`src/rtl/mdclcg_pkg.sv`:
```
// -----------------------------------------------------------------------------
// mdclcg_pkg
// Shared definitions for the MDCLCG carry-save multiplier path.
//   MDCLCG_W     default operand width of the carry-save vectors
//   MDCLCG_SEGS  default number of carry-resolve pipeline segments
//   ha1 / fa1    single-bit half/full adder cells, each returning {carry, sum}
// -----------------------------------------------------------------------------
package mdclcg_pkg;

   localparam int MDCLCG_W    = 64;
   localparam int MDCLCG_SEGS = 4;

   // Half adder cell: {carry, sum} of two bits.
   function automatic logic [1:0] ha1(input logic i_a, input logic i_b);
      return {i_a & i_b, i_a ^ i_b};
   endfunction

   // Full adder cell: {carry, sum} of three bits.
   function automatic logic [1:0] fa1(input logic i_a, input logic i_b, input logic i_c);
      return {(i_a & i_b) | (i_c & (i_a ^ i_b)), i_a ^ i_b ^ i_c};
   endfunction

endpackage : mdclcg_pkg

```
`src/rtl/csa_seg_add.sv`:
```
// -----------------------------------------------------------------------------
// csa_seg_add
// Combinational SW-bit ripple segment of the carry-resolve adder, built from
// the fa1/ha1 cells. Every bit position adds one sum bit, one (already aligned)
// carry-vector bit and the rippling carry.
//   SW    segment width
//   LAST  1 for the most significant segment: it takes one extra addend bit
//         (cyi[W-1], weight 2^W) and folds it with the segment carry-out into
//         the two top result bits {Cout, S[W]}.
// Ports
//   i_a    sum-vector slice
//   i_b    aligned carry-vector slice (SW bits, SW+1 bits when LAST)
//   i_cin  carry into the segment's lowest bit
//   o_sum  {carry_out, sum} (SW+1 bits), or {Cout, S[W], sum} when LAST
// -----------------------------------------------------------------------------
module csa_seg_add
   import mdclcg_pkg::*;
#(
   parameter int SW   = 16,
   parameter int LAST = 0
) (
   input  logic [SW-1:0]      i_a,
   input  logic [SW-1+LAST:0] i_b,
   input  logic               i_cin,
   output logic [SW+LAST:0]   o_sum
);

   logic [SW-1:0] w_s;
   logic          w_c;

   always_comb begin
      logic [1:0] w_fa;
      // NOTE: the ripple chain reuses w_c from one bit to the next inside a
      // single pass, which only works with blocking assignments; every
      // variable also gets a value before the loop so no latch is implied.
      w_c  = i_cin;
      w_s  = '0;
      w_fa = '0;
      for (int j = 0; j < SW; j++) begin
         w_fa   = fa1(i_a[j], i_b[j], w_c);
         w_s[j] = w_fa[0];
         w_c    = w_fa[1];
      end
   end

   if (LAST != 0) begin : g_last
      logic [1:0] w_top;
      // Top addend cyi[W-1] meets the carry out of bit W-1.
      assign w_top = ha1(i_b[SW], w_c);
      assign o_sum = {w_top, w_s};
   end else begin : g_mid
      assign o_sum = {w_c, w_s};
   end

endmodule : csa_seg_add

```
`src/rtl/csa_resolve_pipe.sv`:
```
// -----------------------------------------------------------------------------
// csa_resolve_pipe
// Pipelined carry-resolve stage: converts a carry-save pair into binary,
//   {Cout, S} = Si1 + (cyi << 1) + Cin
// with the carry chain cut into SEGS ripple segments, one per pipeline stage.
// Stage k resolves bits [k*SW +: SW]; operand bits for later segments ride
// along in skew registers, and the low result bits accumulate stage by stage.
// The last stage register is the output register.
// Ports
//   clk, rst            clock, synchronous active-high reset
//   in_valid/in_ready   input handshake (in_ready = global advance enable)
//   Si1, cyi, Cin       carry-save sum vector, carry vector (bit i weighs
//                       2^(i+1)), carry-in
//   out_valid/out_ready output handshake
//   S, Cout             result bits [W:0] and bit W+1
// -----------------------------------------------------------------------------
module csa_resolve_pipe
   import mdclcg_pkg::*;
#(
   parameter int W    = MDCLCG_W,
   parameter int SEGS = MDCLCG_SEGS
) (
   input  logic         clk,
   input  logic         rst,
   input  logic         in_valid,
   output logic         in_ready,
   input  logic [W-1:0] Si1,
   input  logic [W-1:0] cyi,
   input  logic         Cin,
   output logic         out_valid,
   input  logic         out_ready,
   output logic [W:0]   S,
   output logic         Cout
);

   localparam int SW = W / SEGS;

   if ((SEGS < 1) || (SEGS > W) || ((W % SEGS) != 0)) begin : g_bad_params
      $error("csa_resolve_pipe: W must be a multiple of SEGS and 1 <= SEGS <= W");
   end

   // Whole pipeline advances in lock-step; a full output slot that is not
   // being taken freezes every stage.
   logic w_en;
   assign w_en     = ~out_valid | out_ready;
   assign in_ready = w_en;

   // Carry vector aligned to result weight: bit 0 carries Cin, bit i>0 carries
   // cyi[i-1], bit W carries cyi[W-1].
   logic [W:0] w_c2;
   assign w_c2 = {cyi, Cin};

   for (genvar k = 0; k < SEGS; k++) begin : g_stage
      localparam int LAST = (k == SEGS - 1) ? 1 : 0;
      // Result bits held by this stage: resolved low bits plus the carry
      // (or, in the last stage, the full {Cout, S}).
      localparam int RW = (k + 1) * SW + 1 + LAST;

      logic               r_vld;
      logic [RW-1:0]      r_res;
      logic [SW-1:0]      w_a;
      logic [SW-1+LAST:0] w_b;
      logic               w_cin;
      logic [SW+LAST:0]   w_seg;
      logic [RW-1:0]      w_res;
      logic               w_vld_in;

      if (k == 0) begin : g_head
         assign w_a      = Si1[SW-1:0];
         assign w_b      = w_c2[SW-1+LAST:0];
         // Cin already sits in w_c2[0], so nothing ripples into segment 0.
         assign w_cin    = 1'b0;
         assign w_res    = w_seg;
         assign w_vld_in = in_valid;
      end else begin : g_body
         assign w_a      = g_stage[k-1].g_ops.r_a[SW-1:0];
         assign w_b      = g_stage[k-1].g_ops.r_b[SW-1+LAST:0];
         assign w_cin    = g_stage[k-1].r_res[k*SW];
         assign w_res    = {w_seg, g_stage[k-1].r_res[k*SW-1:0]};
         assign w_vld_in = g_stage[k-1].r_vld;
      end

      csa_seg_add #(
         .SW   (SW),
         .LAST (LAST)
      ) u_seg (
         .i_a   (w_a),
         .i_b   (w_b),
         .i_cin (w_cin),
         .o_sum (w_seg)
      );

      always_ff @(posedge clk) begin
         if (rst) begin
            r_vld <= 1'b0;
            r_res <= '0;
         end else if (w_en) begin
            r_vld <= w_vld_in;
            r_res <= w_res;
         end
      end

      // Skew registers: operand bits still waiting for a later segment.
      if (LAST == 0) begin : g_ops
         localparam int AW = W - (k + 1) * SW;

         logic [AW-1:0] r_a;
         logic [AW:0]   r_b;
         logic [AW-1:0] w_a_rest;
         logic [AW:0]   w_b_rest;

         if (k == 0) begin : g_src_in
            assign w_a_rest = Si1[W-1:SW];
            assign w_b_rest = w_c2[W:SW];
         end else begin : g_src_prev
            assign w_a_rest = g_stage[k-1].g_ops.r_a[W-k*SW-1:SW];
            assign w_b_rest = g_stage[k-1].g_ops.r_b[W-k*SW:SW];
         end

         // NOTE: pure datapath with no reset; the valid chain alone decides
         // whether these bits mean anything, so clearing them buys nothing.
         always_ff @(posedge clk) begin
            if (w_en) begin
               r_a <= w_a_rest;
               r_b <= w_b_rest;
            end
         end
      end
   end

   assign out_valid = g_stage[SEGS-1].r_vld;
   assign S         = g_stage[SEGS-1].r_res[W:0];
   assign Cout      = g_stage[SEGS-1].r_res[W+1];

endmodule : csa_resolve_pipe

```
`config.mk`:
```
export PLATFORM = sky130hd
export DESIGN_NAME = csa_resolve_pipe
export DESIGN_NICKNAME = d
export VERILOG_FILES = /design/src/rtl/mdclcg_pkg.sv /design/src/rtl/csa_seg_add.sv /design/src/rtl/csa_resolve_pipe.sv
export SDC_FILE = /design/constraint.sdc
export NUM_CORES = 1
export LEC_CHECK = 0
export BUFFER_PORTS_ARGS = -buffer_cell sky130_fd_sc_hd__clkbuf_2
export CORE_MARGIN = 10
export CORE_UTILIZATION = 55
export DETAILED_ROUTE_END_ITERATION = 7
export PLACE_DENSITY = 0.79
export SYNTH_ARGS = -nofsm -noshare
export SYNTH_HDL_FRONTEND = slang
export SYNTH_SLANG_ARGS = --single-unit
```
`constraint.sdc`:
```
create_clock -name clk -period 13 [get_ports clk]
set_input_delay 0 -clock clk [delete_from_list [all_inputs] [get_ports clk]]
set_output_delay 0 -clock clk [all_outputs]
set_load 0.03 [all_outputs]
```
==> After elaboration in Yosys (flattened, before gate mapping) <==
Index checks and enable logic that the tools add are counted.
{ "op_classes": {"n_bitwise": 321} }
{ "ops": {"columns": ["operator", "n"], "rows": [
  ["1-bit bitwise AND", 128],
  ["1-bit bitwise XOR", 128],
  ["1-bit bitwise OR", 64],
  ["1-bit NOT", 1]
]} }
{ "totals": {"ff_bits": 364, "inputBits": 133, "output_inout_bits": 68, "wordCells": 335} }

==> Depth between registers and ports, before layout <==
Gate-level depths: netlist (run 1).
{ "depth": {"ltp_word": 34, "depth_mapped": 21, "depth_no_buf": 21} }

==> By module <==
Synthesis (run 1) repeated with hierarchy kept, for this count alone.
{ "hier_totals": {"cells_unflattened": 936, "area_unflattened_um2": 14201.1} }
{ "modules_own_cells": {"columns": ["mod", "instances", "cells_each", "area_per_inst_um2", "seq_area_each_um2"], "rows": [
  ["csa_resolve_pipe", 1, 833, 12753.5, 9238.9],
  ["csa_seg_add at g_stage[0].u_seg ...", 3, 27, 365.4, 0.0],
  ["csa_seg_add at g_stage[3].u_seg", 1, 22, 351.6, 0.0]
]} }

==> Least setup slack after synthesis (run 1) <==
No wires, ideal clock.
{ "synth_timing": {"kind": "flip-flop to flip-flop", "startpoint": "reg g_stage[1].g_ops.r_a[0]", "endpoint": "reg g_stage[2].r_res[47]", "setup_time_ps": 79, "arrival_ps": 6828, "t_required_ps": 12921, "setup_slack_ps": 6093, "path_stages_with_launch": 21, "n_path_buf": 0, "period_less_slack_ps": 6907, "path_cell_list": "edfxtp_1 -> inv_1 -> fa_1 -> inv_1 -> fa_1 -> fa_1 -> fa_1 -> fa_1 -> fa_1 -> fa_1 -> fa_1 -> fa_1 -> fa_1 -> fa_1 -> fa_1 -> fa_1 -> fa_1 -> fa_1 -> inv_1 -> fa_1 -> a211oi_2"} }
{ "synth_between": {"elab_chain_len": 32, "word_cells_on_any_way": 33, "classes_between": "bitwise (33)"} }
{ "synth_rtl": {"columns": ["element", "line", "rtl"], "rows": [
  ["start: declaration", "csa_resolve_pipe.sv:107", "logic [AW-1:0] r_a;"],
  ["start signal: assignment", "csa_resolve_pipe.sv:124", "r_a <= w_a_rest;"],
  ["1-bit bitwise XOR", "mdclcg_pkg.sv:20", "return {(i_a & i_b) | (i_c & (i_a ^ i_b)), i_a ^ i_b ^ i_c};"],
  ["1-bit bitwise AND", "mdclcg_pkg.sv:20", null],
  ["1-bit bitwise OR (*)", "mdclcg_pkg.sv:20", null],
  ["1-bit bitwise AND (*)", "mdclcg_pkg.sv:20", null],
  ["1-bit bitwise OR (*)", "mdclcg_pkg.sv:20", null],
  ["1-bit bitwise AND (*)", "mdclcg_pkg.sv:20", null],
  ["1-bit bitwise OR (*)", "mdclcg_pkg.sv:20", null],
  ["1-bit bitwise AND (*)", "mdclcg_pkg.sv:20", null],
  ["(+16 left out)", null, null],
  ["1-bit bitwise OR (*)", "mdclcg_pkg.sv:20", null],
  ["1-bit bitwise AND (*)", "mdclcg_pkg.sv:20", null],
  ["1-bit bitwise OR (*)", "mdclcg_pkg.sv:20", null],
  ["1-bit bitwise AND (*)", "mdclcg_pkg.sv:20", null],
  ["1-bit bitwise OR (*)", "mdclcg_pkg.sv:20", null],
  ["1-bit bitwise AND (*)", "mdclcg_pkg.sv:20", null],
  ["1-bit bitwise OR (*)", "mdclcg_pkg.sv:20", null],
  ["1-bit bitwise XOR (*)", "mdclcg_pkg.sv:20", null],
  ["end signal: assignment", "csa_resolve_pipe.sv:99", "r_res <= w_res;"],
  ["end: declaration", "csa_resolve_pipe.sv:60", "logic [RW-1:0] r_res;"]
]} }
Mark *: on every way between the ends. The rest lies on a longest branch, timed or not.
A chain may end at the register's enable or synchronous reset.

==> Final worst setup path (run 1) <==
{ "layout_timing": {"startpoint": "reg g_stage[2].g_ops.r_a[0]", "endpoint": "reg g_stage[3].r_res[64]"} }
{ "layout_between": {"elab_chain_len": 34, "word_cells_on_any_way": 35, "classes_between": "bitwise (35)"} }
{ "layout_rtl": {"columns": ["element", "line", "rtl"], "rows": [
  ["start: declaration", "csa_resolve_pipe.sv:107", null],
  ["start signal: assignment", "csa_resolve_pipe.sv:124", null],
  ["1-bit bitwise XOR", "mdclcg_pkg.sv:20", null],
  ["1-bit bitwise AND", "mdclcg_pkg.sv:20", null],
  ["1-bit bitwise OR (*)", "mdclcg_pkg.sv:20", null],
  ["1-bit bitwise AND (*)", "mdclcg_pkg.sv:20", null],
  ["1-bit bitwise OR (*)", "mdclcg_pkg.sv:20", null],
  ["1-bit bitwise AND (*)", "mdclcg_pkg.sv:20", null],
  ["1-bit bitwise OR (*)", "mdclcg_pkg.sv:20", null],
  ["1-bit bitwise AND (*)", "mdclcg_pkg.sv:20", null],
  ["(+19 left out)", null, null],
  ["1-bit bitwise AND (*)", "mdclcg_pkg.sv:20", null],
  ["1-bit bitwise OR (*)", "mdclcg_pkg.sv:20", null],
  ["1-bit bitwise AND (*)", "mdclcg_pkg.sv:20", null],
  ["1-bit bitwise OR (*)", "mdclcg_pkg.sv:20", null],
  ["1-bit bitwise AND (*)", "mdclcg_pkg.sv:20", null],
  ["1-bit bitwise OR (*)", "mdclcg_pkg.sv:20", null],
  ["1-bit bitwise XOR (*)", "mdclcg_pkg.sv:15", "return {i_a & i_b, i_a ^ i_b};"],
  ["net g_stage[3].u_seg.o_sum[16]", "csa_seg_add.sv:25", "output logic [SW+LAST:0] o_sum"],
  ["end signal: assignment", "csa_resolve_pipe.sv:99", null],
  ["end: declaration", "csa_resolve_pipe.sv:60", null]
]} }
The timed path passes the listed nets; every way through them passes the cells marked *.

==> results of run 1 <==
==> final timing paths <==
| kind | start | to | slack (ns) | cells after the start |
|---|---|---|---|---|
| worst max-delay path | g_stage[2].g_ops.r_a[0] | g_stage[3].r_res[64] | 5.53 | 21 |
| worst min-delay path | cyi[10] | g_stage[0].r_res[11] | 0.02 | 4 |
| worst max register to register | g_stage[2].g_ops.r_a[0] | g_stage[3].r_res[64] | 5.53 | 21 |
| worst min register to register | g_stage[0].g_ops.r_b[24] | g_stage[1].g_ops.r_b[8] | 0.41 | 0 |
==> Yosys cell counts <==
| master | n | area (sq um) |
|---|---|---|
| a211oi_2 | 9 | 113 |
| a21oi_1 | 1 | 5.00 |
| and2b_1 | 1 | 7.51 |
| buf_1 | 3 | 11.3 |
| buf_2 | 9 | 45.0 |
| buf_4 | 6 | 45.0 |
| buf_6 | 5 | 56.3 |
| clkbuf_1 | 37 | 139 |
| dfxtp_1 | 169 | 3380 |
| edfxtp_1 | 195 | 5860 |
| fa_1 | 63 | 1260 |
| ha_1 | 2 | 25.0 |
| inv_1 | 22 | 82.6 |
| inv_2 | 1 | 3.75 |
| mux2i_1 | 93 | 931 |
| nand2b_1 | 159 | 995 |
| nand4bb_1 | 66 | 743 |
| nor3b_1 | 9 | 67.6 |
| o21ai_1 | 66 | 330 |
==> power groups by stage <==
stage	sequential [uW]	clock [uW]	combinational [uW]
floorplan	1390	0	120
global placement	1360	0	218
detailed placement	1370	0	228
CTS	1340	1070	268
global route	1350	1130	298
finish	1340	1060	270
==> metrics by stage <==
step / total power, uW / utilization, %
final: 2670 / 70.6
after global routing: 2780 / 70.6
after CTS: 2680 / 70.5
after detailed placement: 1590 / 60.7
after global placement: 1580 / 60.7
after floorplan: 1510 / -
==> critical path, cell delays in order, from the launching register on <==
cell and delay [ns]:
edfxtp_1 0.35, inv_1 0.08, fa_1 0.17, inv_1 0.05, fa_1 0.41, fa_1 0.44
fa_1 0.42, fa_1 0.41, fa_1 0.40, fa_1 0.40, fa_1 0.39, fa_1 0.40
fa_1 0.44, fa_1 0.46, fa_1 0.44, fa_1 0.43, fa_1 0.43, fa_1 0.40
fa_1 0.37, ha_1 0.29, nand2b_1 0.07, o21ai_1 0.06
==> timing repair <==
item | CTS | global route
hold endpoints to repair | 113 | 0
gates resized for setup | 0 | 0
hold buffers | 127 | 0
buffers inserted | 0 | 0
==> state kept, by name, indices dropped and copies added, names as in the netlist <==
signal / cells
out_valid: 1
g_stage.r_vld: 3
g_stage.g_ops.r_a: 96
g_stage.r_res: 165
g_stage.g_ops.r_b: 99
==> layout make-up <==
class | instances | area share [%]
clock buffer | 53 | 5.96
tap | 330 | 2.32
timing repair buffer | 332 | 13.0
clock inverter | 16 | 0.880
sequential | 364 | 52.0
multi-input combinational | 469 | 25.2
inverter | 23 | 0.528
antenna | 2 | 0.0282
==> placed cells by master, fill, tap and decap left out, drive strengths merged, types with 2 or more instances in the layout <==
master,synthesis,layout
edfxtp,195,195
inv,23,24
buf,23,6
diode,0,2
clkinv,0,11
nand2b,159,159
fa,63,63
o21ai,66,66
bufinv,0,3
nand4bb,66,66
a211oi,9,9
dlygate4sd3,0,127
ha,2,2
dfxtp,169,169
mux2i,93,93
nor3b,9,9
clkbuf,37,252
==> routing by layer <==
metal  vias up  global-route usage [%]  part of all wire [%]
met5         -                       0                     0
met4         0                    5.31                   2.3
met3        47                    4.02                   5.3
met2       212                    32.1                    53
met1      3997                    20.7                    40
li1       3883                       -                     -
==> cell families after synthesis <==
kind of cell / Yosys count / synth area share [%]
compound gates: 76 / 3.18
simple gates: 235 / 12.9
fa+ha+maj: 65 / 9.12
flops: 364 / 65.5
mux: 93 / 6.60
buf+inv: 83 / 2.72
==> metrics.yaml, run 1 <==
yosys:
  syn-num-nets: 1114
  synth_area_sq_um: 14100
  syn_area_per_cell_sq_um: 15.4
  syn_inst: 916
  yosysWarnings: 0
  synth_seq_cells: 364
  seq_area_frac_synth_pct: 65.5
  synth_cell_types: 19
timing:
  slew_headroom_pct: 23.6
  rsz0062_at_grt: "no"
  maxSlewViolCount: 0
  tightest_slew_ns: 1.15
  setup_violations: 0
  fin_crit_ns: 7.47
  clock_skew_ns: 0.0199
  finalHoldViolations: 0
  finalWorstSetupSlack_ns: 5.53
  max_freq_mhz: 134
  tns_ns: 0
  period_share_pct: 57.5
  hold_ws_ns: 0.0192
clock_tree:
  clk_path_buf_depth: 3
  cts_sinks: 364
  htree_levels: 2
  cts_tree: "yes"
  clock_latency_ns: 0.52
  numCtsBuffers: 38
  clkTransAtPathRegs_ns: 0.06
  root_buffer: "clkbuf_16"
layout:
  fin_cells: 1589
  stdcell_area_sq_um: 17800
  drive_gt1_share_pct: 21.6
  multi_input_area_sq_um: 4480
  area_delta_synth_final_pct: 26.0
  seqCellArea_sq_um: 9240
  fill_cells: 1606
  finalNetCount: 1426
pwr:
  p_sw_share_pct: 22.8
  p_leak_uw: 0.00706
  p_seq_share_pct: 50.3
  switching_power_uw: 609
  ir_drop_uv: 144
  p_int_uw: 2060
  p_per_area_nw_per_um2: 150
  pwr-share-comb_pct: 10.1
  p_clk_share_pct: 39.6
floorplan:
  die_width_um: 180
  boundaryPins: 201
  die_y_um: 180
  num_rows: 58
  core_sq_um: 25200
  initial_utilization_pct: 56.0
  die-area_sq_um: 32400
worst_setup_path:
  arrival_ns: 7.82
  crit_path_end_kind: "flip-flop"
  start_kind: "flip-flop"
  required_ns: 13.35
  path_max_fanout: 1
  crit_type: "reg2reg"
route:
  num_vias: 8139
  avgRoutedWirePerCell_um: 18.5
  drtIter0Drc: 463
  first_pass_iters: 5
  postRouteAntennaNets: 0
  finalWirelength_um: 29300
  drcViolationCount: 0
  via_per_inst: 5.12
placed_design:
  port_buffers: 200
  dp_slack_ns: 5.78
  placed_cell_area_sq_um: 15300
  dpl.hpwl_um: 15200
  dp.cells: 1391
  gp_congestion: 0.772
global_routing:
  grt_pass1_vias: 8637
  gr-usage-all-layers_pct: 17.8
  antenna_found_initial: 2
  grt_max_degree: 142
  grt-ovfl-total: 0
  grt_pass1_wl_um: 46900
job:
  cap_violations: 0
worst_hold_path:
  hold_path_class: "in2reg"
outcome:
  status: "finished clean"
Power figures use the tool's default switching activity.
==> run 2, diff against run 1 <==
--- a/config.mk
+++ b/config.mk
@@ -7,9 +7,9 @@
 export LEC_CHECK = 0
 export BUFFER_PORTS_ARGS = -buffer_cell sky130_fd_sc_hd__clkbuf_2
 export CORE_MARGIN = 10
-export CORE_UTILIZATION = 55
+export CORE_UTILIZATION = 51
 export DETAILED_ROUTE_END_ITERATION = 7
-export PLACE_DENSITY = 0.79
+export PLACE_DENSITY = 0.77
 export SYNTH_ARGS = -nofsm -noshare
 export SYNTH_HDL_FRONTEND = slang
 export SYNTH_SLANG_ARGS = --single-unit
==> constraint.sdc (replaced) <==
create_clock -name clk -period 6.2 [get_ports clk]
set_input_delay 0 -clock clk [delete_from_list [all_inputs] [get_ports clk]]
set_output_delay 0 -clock clk [all_outputs]
set_load 0.03 [all_outputs]
==> run 2 against run 1 <==
Compared with the run above:
- the flow now finishes with violations (negative setup slack)
- wire length down 0.55%
- first-iteration DRC count up 0.86%
- power up 120%
- sequential share of layout area down 0.85 points
- fmax up 15%
- sequential cell count unchanged
- clock power up 120%
- critical path depth unchanged
- clock-buffer cell count down 11
- combinational power up 120%
- critical endpoint unchanged
==> metrics.yaml, run 2 (synthesis results as in run 1) <==
floorplan:
  core_sq_um: 27100  # was 25200 sq um
  die-area_sq_um: 34700  # was 32400 sq um
  initial_utilization_pct: 52.0  # was 56.0%
  die_width_um: 186  # was 180 um
  die_y_um: 186  # was 180 um
  num_rows: 60  # was 58
  boundaryPins: 201  # unchanged
route:
  first_pass_iters: 6  # was 5
  drcViolationCount: 0  # unchanged
  drtIter0Drc: 467  # was 463
  via_per_inst: 4.99  # was 5.12
  finalWirelength_um: 29200  # was 29300 um
  num_vias: 8139  # unchanged
  postRouteAntennaNets: 0  # unchanged
  avgRoutedWirePerCell_um: 17.9  # was 18.5 um
layout:
  reg.largest.list: "g_stage.r_res x165, g_stage.g_ops.r_b x99, g_stage.g_ops.r_a x96"  # unchanged
  finalNetCount: 1428  # was 1426
  fill_cells: 1800  # was 1606
  drive_gt1_share_pct: 26.6  # was 21.6%
  n_antenna_cell: 0  # was 2
  layout_commonest_cell: "clkbuf_2"  # unchanged
  largest_reg_flops: 165  # unchanged
  top_register: "g_stage.r_res"  # unchanged
  area_delta_synth_final_pct: 28.1  # was 26.0%
  fin_cells: 1630  # was 1589
  stdcell_area_sq_um: 18100  # was 17800 sq um
  final_cell_mix: "clkbuf_2, edfxtp_1, dfxtp_1"  # unchanged
global_routing:
  gr-usage-all-layers_pct: 16.9  # was 17.8%
  grt_pass1_wl_um: 46000  # was 46900 um
  grt-ovfl-total: 0  # unchanged
  antenna_found_initial: 0  # was 2
  grt_max_degree: 134  # was 142
  grt_pass1_vias: 8467  # was 8637
pwr:
  p_seq_share_pct: 48.8  # was 50.3%
  p_per_area_nw_per_um2: 320  # was 150 nW/um^2
  pwr-share-comb_pct: 10.1  # about the same
  p_int_uw: 4430  # was 2060 uW
  p_sw_share_pct: 23.2  # was 22.8%
  switching_power_uw: 1340  # was 609 uW
  ir_drop_uv: 294  # was 144 uV
  p_leak_uw: 0.00706  # about the same
  p_clk_share_pct: 41.1  # was 39.6%
timing:
  period_share_pct: 105  # was 57.5%
  setup_violations: 5  # was 0
  finalHoldViolations: 0  # unchanged
  slew_headroom_pct: 28.9  # was 23.6%
  fin_crit_ns: 6.52  # was 7.47 ns
  maxSlewViolCount: 0  # unchanged
  max_freq_mhz: 153  # was 134 MHz
  clock_skew_ns: 0.0241  # was 0.0199 ns
  finalWorstSetupSlack_ns: -0.316  # was 5.53 ns
  tightest_slew_ns: 1.07  # was 1.15 ns
  rsz0062_at_grt: "yes"  # was no
clock_tree:
  clock_latency_ns: 0.54  # was 0.52 ns
  htree_levels: 2  # unchanged
  clk_path_buf_depth: 3  # unchanged
  root_buffer: "clkbuf_16"  # unchanged
  cts_sinks: 364  # unchanged
  clkTransAtPathRegs_ns: 0.06  # about the same
  cts_tree: "yes"  # unchanged
  numCtsBuffers: 38  # unchanged
placed_design:
  port_buffers: 200  # unchanged
  dp.cells: 1435  # was 1391
  placed_cell_area_sq_um: 15400  # was 15300 sq um
  dpl.hpwl_um: 15900  # was 15200 um
  gp_congestion: 0.744  # was 0.772
worst_setup_path:
  required_ns: 6.67  # was 13.35 ns
  crit_path_end_kind: "flip-flop"  # unchanged
  critPathTopFamily: "adder cells"  # unchanged
  path_buf_inv: 2  # unchanged
  max_stage_delay_ns: 0.39  # was 0.46 ns
  start_kind: "flip-flop"  # unchanged
  arrival_ns: 6.99  # was 7.82 ns
  path_max_fanout: 1  # unchanged
  path_cells: "inv_2, fa_1, inv_1, fa_2, fa_2, fa_2, fa_2, fa_2, fa_2, fa_2, fa_2, fa_2, fa_2, fa_2, fa_2, fa_2, fa_2, fa_2, ha_4, nand2b_1, o21ai_1"  # was inv_1, fa_1, inv_1, fa_1, fa_1, fa_1, fa_1, fa_1, fa_1, fa_1, fa_1, fa_1, fa_1, fa_1, fa_1, fa_1, fa_1, fa_1, ha_1, nand2b_1, o21ai_1
  slowest_stage: "fa_2"  # was fa_1
  crit_type: "reg2reg"  # unchanged
  cp_common_cell: "fa_2"  # was fa_1
job:
  cap_violations: 0  # unchanged
outcome:
  violations: "negative setup slack"
  status: "complete, but fails checks"  # was finished clean
worst_hold_path:
  hold_path_class: "in2reg"  # unchanged
run 2: final timing paths:
path                                          startpoint                        to  slack, ns  depth (start not counted)
worst max-delay path             g_stage[2].g_ops.r_a[0]      g_stage[3].r_res[64]      -0.32                         21
worst min-delay path                             Si1[13]      g_stage[0].r_res[13]       0.02                          4
worst max register to register   g_stage[2].g_ops.r_a[0]      g_stage[3].r_res[64]      -0.32                         21
worst min register to register  g_stage[1].g_ops.r_a[27]  g_stage[2].g_ops.r_a[11]       0.41                          0
run 2: worst reg2reg max path: stages, from the launching register on:
cell and delay, ns:
edfxtp_1 0.38, inv_2 0.07, fa_1 0.16, inv_1 0.05, fa_2 0.34, fa_2 0.36, fa_2 0.36, fa_2 0.35
fa_2 0.36, fa_2 0.35, fa_2 0.35, fa_2 0.34, fa_2 0.35, fa_2 0.35, fa_2 0.36, fa_2 0.37
fa_2 0.39, fa_2 0.37, fa_2 0.38, ha_4 0.28, nand2b_1 0.05, o21ai_1 0.10
run 2: layout make-up:
cell class	instances	area, sq um	share of cell area (%)
Tap cell	372	465	2.58
Clock buffer	42	986	5.46
Clock inverter	26	333	1.84
Multi-Input combinational cell	469	4610	25.5
Sequential cell	364	9240	51.2
Timing Repair Buffer	334	2330	12.9
Inverter	23	93.8	0.520
run 2: metrics by stage:
step	utilization [%]	setup slack (ns)	total power, uW	hold slack, ns	setup TNS [ns]
2_1_floorplan	-	-0.0827	3170	0.0989	-0.132
3_3_place_gp	57.0	-0.378	3330	0.177	-1.31
3_5_place_dp	57.0	-0.427	3360	0.179	-2.10
4_1_cts	66.6	-0.307	5810	0.0129	-1.21
5_1_grt	66.6	-0.485	6020	0.0708	-2.30
6_report	66.6	-0.316	5770	0.0158	-1.14
run 2: power groups by stage:
| stage | sequential [uW] | clock (uW) | combinational (uW) |
|---|---|---|---|
| finish | 2820 | 2370 | 582 |
| global route | 2840 | 2540 | 647 |
| CTS | 2820 | 2410 | 580 |
| detailed placement | 2870 | 0 | 492 |
| global placement | 2860 | 0 | 474 |
| floorplan | 2920 | 0 | 258 |
run 2: layer usage:
metal | global-route usage, % | vias to the layer above | routed length (um)
li1 | - | 3881 | -
met1 | 21.1 | 3996 | 12000
met2 | 28.1 | 214 | 14600
met3 | 4.77 | 48 | 1890
met4 | 5.10 | 0 | 643
met5 | 0 | - | 0
run 2: timing repair:
item                                   CTS  global route
setup buffers                            0             0
setup endpoints to repair                8            11
hold buffers                           127             0
endpoints found under the hold margin  115             0
resized for setup                       13             4
pin swaps                                6             1
==> run 3, diff against run 2 <==
--- a/config.mk
+++ b/config.mk
@@ -6,10 +6,12 @@
 export NUM_CORES = 1
 export LEC_CHECK = 0
 export BUFFER_PORTS_ARGS = -buffer_cell sky130_fd_sc_hd__clkbuf_2
+export CELL_PAD_IN_SITES_DETAIL_PLACEMENT = 0
+export CELL_PAD_IN_SITES_GLOBAL_PLACEMENT = 1
 export CORE_MARGIN = 10
-export CORE_UTILIZATION = 51
+export CORE_UTILIZATION = 43
 export DETAILED_ROUTE_END_ITERATION = 7
-export PLACE_DENSITY = 0.77
+export PLACE_DENSITY = 0.78
 export SYNTH_ARGS = -nofsm -noshare
 export SYNTH_HDL_FRONTEND = slang
 export SYNTH_SLANG_ARGS = --single-unit
==> run 3 against run 2 <==
Compared with the run above:
- the run still ends with negative setup slack left
- final cell count up 3.9%
- sequential cell count unchanged
- cell area down 0.66%
- clock-buffer cell count up 11
- power down 5.2%
- fmax up 0.50%
- combinational power down 3.4%
- via count down 2.8%
- non-clock buffer count down 4
- critical path depth unchanged
- die area up 17%
- sequential share of layout area up 0.34 points
- critical endpoint unchanged
- largest cell class unchanged
- highest routed layer unchanged
==> metrics.yaml, run 3 (synthesis results as in run 1) <==
global_routing:
  grt-ovfl-total: 0  # unchanged
  antenna_found_initial: 0  # unchanged
  grt_pass1_vias: 8280  # was 8467
  grtUsageMet3_pct: 3.92  # was 4.77%
  grt_pass1_wl_um: 44600  # was 46000 um
  met2_usage_pct: 21.7  # was 28.1%
  gr-usage-all-layers_pct: 13.4  # was 16.9%
  top_usage_layer: "met2"  # unchanged
  use_met1_pct: 17.3  # was 21.1%
  grt_max_degree: 172  # was 134
clock_tree:
  root_buffer: "clkbuf_16"  # unchanged
  clock_latency_ns: 0.51  # was 0.54 ns
  clkTransAtPathRegs_ns: 0.06  # about the same
  post_cts_buffers: 0  # unchanged
  htree_levels: 2  # unchanged
  cts_tree: "yes"  # unchanged
  numCtsBuffers: 37  # was 38
  cts_sinks: 364  # unchanged
  clk_path_buf_depth: 3  # unchanged
pwr:
  p_per_area_nw_per_um2: 305  # was 320 nW/um^2
  ir_drop_uv: 244  # was 294 uV
  p_leak_uw: 0.00697  # was 0.00706 uW
route:
  first_pass_iters: 6  # unchanged
  num_vias: 7910  # was 8139
  drcViolationCount: 0  # unchanged
  drtIter0Drc: 323  # was 467
  postRouteAntennaNets: 0  # unchanged
  finalWirelength_um: 27400  # was 29200 um
  avgRoutedWirePerCell_um: 16.2  # was 17.9 um
  via_per_inst: 4.67  # was 4.99
worst_setup_path:
  crit_type: "reg2reg"  # unchanged
  worst_r2r_path_depth: 21  # unchanged
  arrival_ns: 6.91  # was 6.99 ns
  rrSetupSlack_ns: -0.28  # was -0.32 ns
  rr_endpoint: "g_stage[3].r_res[64]"  # unchanged
  slowest_stage: "edfxtp_1"  # was fa_2
  max_stage_delay_ns: 0.38  # was 0.39 ns
  crit_start: "g_stage[2].g_ops.r_b[0]"  # was g_stage[2].g_ops.r_a[0]
  crit_path_end_kind: "flip-flop"  # unchanged
  start_kind: "flip-flop"  # unchanged
  critPathTopFamily: "adder cells"  # unchanged
  rr_startpoint: "g_stage[2].g_ops.r_b[0]"  # was g_stage[2].g_ops.r_a[0]
  path_max_fanout: 1  # unchanged
  path_depth: 21  # unchanged
  path_buf_inv: 2  # unchanged
  required_ns: 6.63  # was 6.67 ns
  cp_common_cell: "fa_2"  # unchanged
  path_cells: "inv_2, fa_1, inv_1, fa_2, fa_2, fa_2, fa_2, fa_2, fa_2, fa_2, fa_2, fa_2, fa_2, fa_2, fa_2, fa_2, fa_2, fa_2, ha_4, nand2b_1, o21ai_1"  # unchanged
  critPathCapture: "g_stage[3].r_res[64]"  # unchanged
layout:
  n_antenna_cell: 0  # unchanged
  largest_reg_flops: 165  # unchanged
  finalNetCount: 1423  # was 1428
  fin_cells: 1693  # was 1630
  final_cell_mix: "clkbuf_2, edfxtp_1, dfxtp_1"  # unchanged
  top_register: "g_stage.r_res"  # unchanged
  layout_commonest_cell: "clkbuf_2"  # unchanged
  reg.largest.list: "g_stage.r_res x165, g_stage.g_ops.r_b x99, g_stage.g_ops.r_a x96"  # unchanged
  fill_cells: 2588  # was 1800
  area_delta_synth_final_pct: 27.3  # was 28.1%
  drive_gt1_share_pct: 26.0  # was 26.6%
timing:
  rsz0062_at_grt: "yes"  # unchanged
  finalHoldViolations: 0  # unchanged
  max_freq_mhz: 154  # was 153 MHz
  fin_crit_ns: 6.48  # was 6.52 ns
  clock_skew_ns: 0.0132  # was 0.0241 ns
  maxSlewViolCount: 0  # unchanged
  setup_violations: 5  # unchanged
  tightest_slew_ns: 1.25  # was 1.07 ns
  tns_ns: -0.830  # was -1.14 ns
  period_share_pct: 105  # about the same
  slew_headroom_pct: 16.7  # was 28.9%
  finalWorstSetupSlack_ns: -0.284  # was -0.316 ns
outcome:
  violations: "negative setup slack"  # unchanged
  status: "complete, but fails checks"  # unchanged
placed_design:
  dpl.hpwl_um: 16200  # was 15900 um
  port_buffers: 200  # unchanged
  gp_congestion: 0.706  # was 0.744
  dp.cells: 1504  # was 1435
job:
  cap_violations: 0  # unchanged
floorplan:
  die_y_um: 201  # was 186 um
  core_sq_um: 32500  # was 27100 sq um
  die_width_um: 201  # was 186 um
  boundaryPins: 201  # unchanged
  die-area_sq_um: 40400  # was 34700 sq um
  num_rows: 66  # was 60
  initial_utilization_pct: 43.4  # was 52.0%
worst_hold_path:
  hold_path_class: "in2reg"  # unchanged
## run 3: cell types whose count changed in the layout (fill, tap and decap cells not counted), sizes merged, moves of 3 or more
cell         delta
bufinv          -5
clkinvlp        -3
clkbuf         +11
dlygate4sd3     -3
clkinv          -5
## run 3: per-layer routing
| layer | vias to the layer above | routed length (um) | share of wire, % |
|---|---|---|---|
| met5 | - | 0 | 0 |
| li1 | 3866 | - | - |
| met3 | 43 | 1730 | 6.3 |
| met2 | 182 | 13000 | 47 |
| met1 | 3819 | 12200 | 44 |
| met4 | 0 | 515 | 1.9 |
## run 3: what timing repair did
action                                  CTS  global route
hold buffers                            124             0
resized for setup                        12             7
pin swaps                                 1             1
endpoints found under the hold margin   113             0
endpoints found under the setup margin    7             8
## run 3: how the worst min path moves through the flow
stage | startpoint | end | slack [ns] | cells past startpoint
after floorplan | Si1[16] | g_stage[0].g_ops.r_a[0] | 0.1 | 0
after global placement | Si1[52] | g_stage[0].g_ops.r_a[36] | 0.18 | 1
after detailed placement | Si1[21] | g_stage[0].g_ops.r_a[5] | 0.18 | 1
after CTS | cyi[11] | g_stage[0].r_res[12] | 0.004 | 4
after global routing | cyi[12] | g_stage[0].r_res[13] | 0.03 | 4
final | cyi[11] | g_stage[0].r_res[12] | 0.01 | 4
## run 3: layout make-up
type | count | area, sq um | share of cell area (%)
Tap cell | 442 | 553 | 3.08
Inverter | 23 | 93.8 | 0.523
Multi-Input combinational cell | 469 | 4620 | 25.7
Clock buffer | 53 | 1060 | 5.89
Timing Repair Buffer | 330 | 2290 | 12.8
Sequential cell | 364 | 9240 | 51.5
Clock inverter | 12 | 87.6 | 0.488
## run 3: where the power goes
group | switching (uW) | total, uW | internal [uW]
clock | 868 | 2100 | 1230
sequential | 83.2 | 2820 | 2730
combinational | 285 | 562 | 277
## run 3: stage by stage
step	hold WS [ns]	area [sq um]	power, uW	setup WS (ns)	utilization (%)
2_1_floorplan	0.0989	14200	3170	-0.0827	-
4_1_cts	0.00365	17900	5540	-0.286	55.2
3_3_place_gp	0.178	15500	3340	-0.376	47.8
6_report	0.0102	17900	5470	-0.284	55.3
5_1_grt	0.0255	17900	5730	-0.424	55.3
3_5_place_dp	0.179	15500	3360	-0.464	47.8
## run 3: worst min-delay path: cells and delay by family
family | cells | cell delay, ns
and+or+nand+nor | 1 | 0.07
muxes | 1 | 0.12
adders and majority gates | 1 | 0.19
buffers and inverters | 1 | 0.09
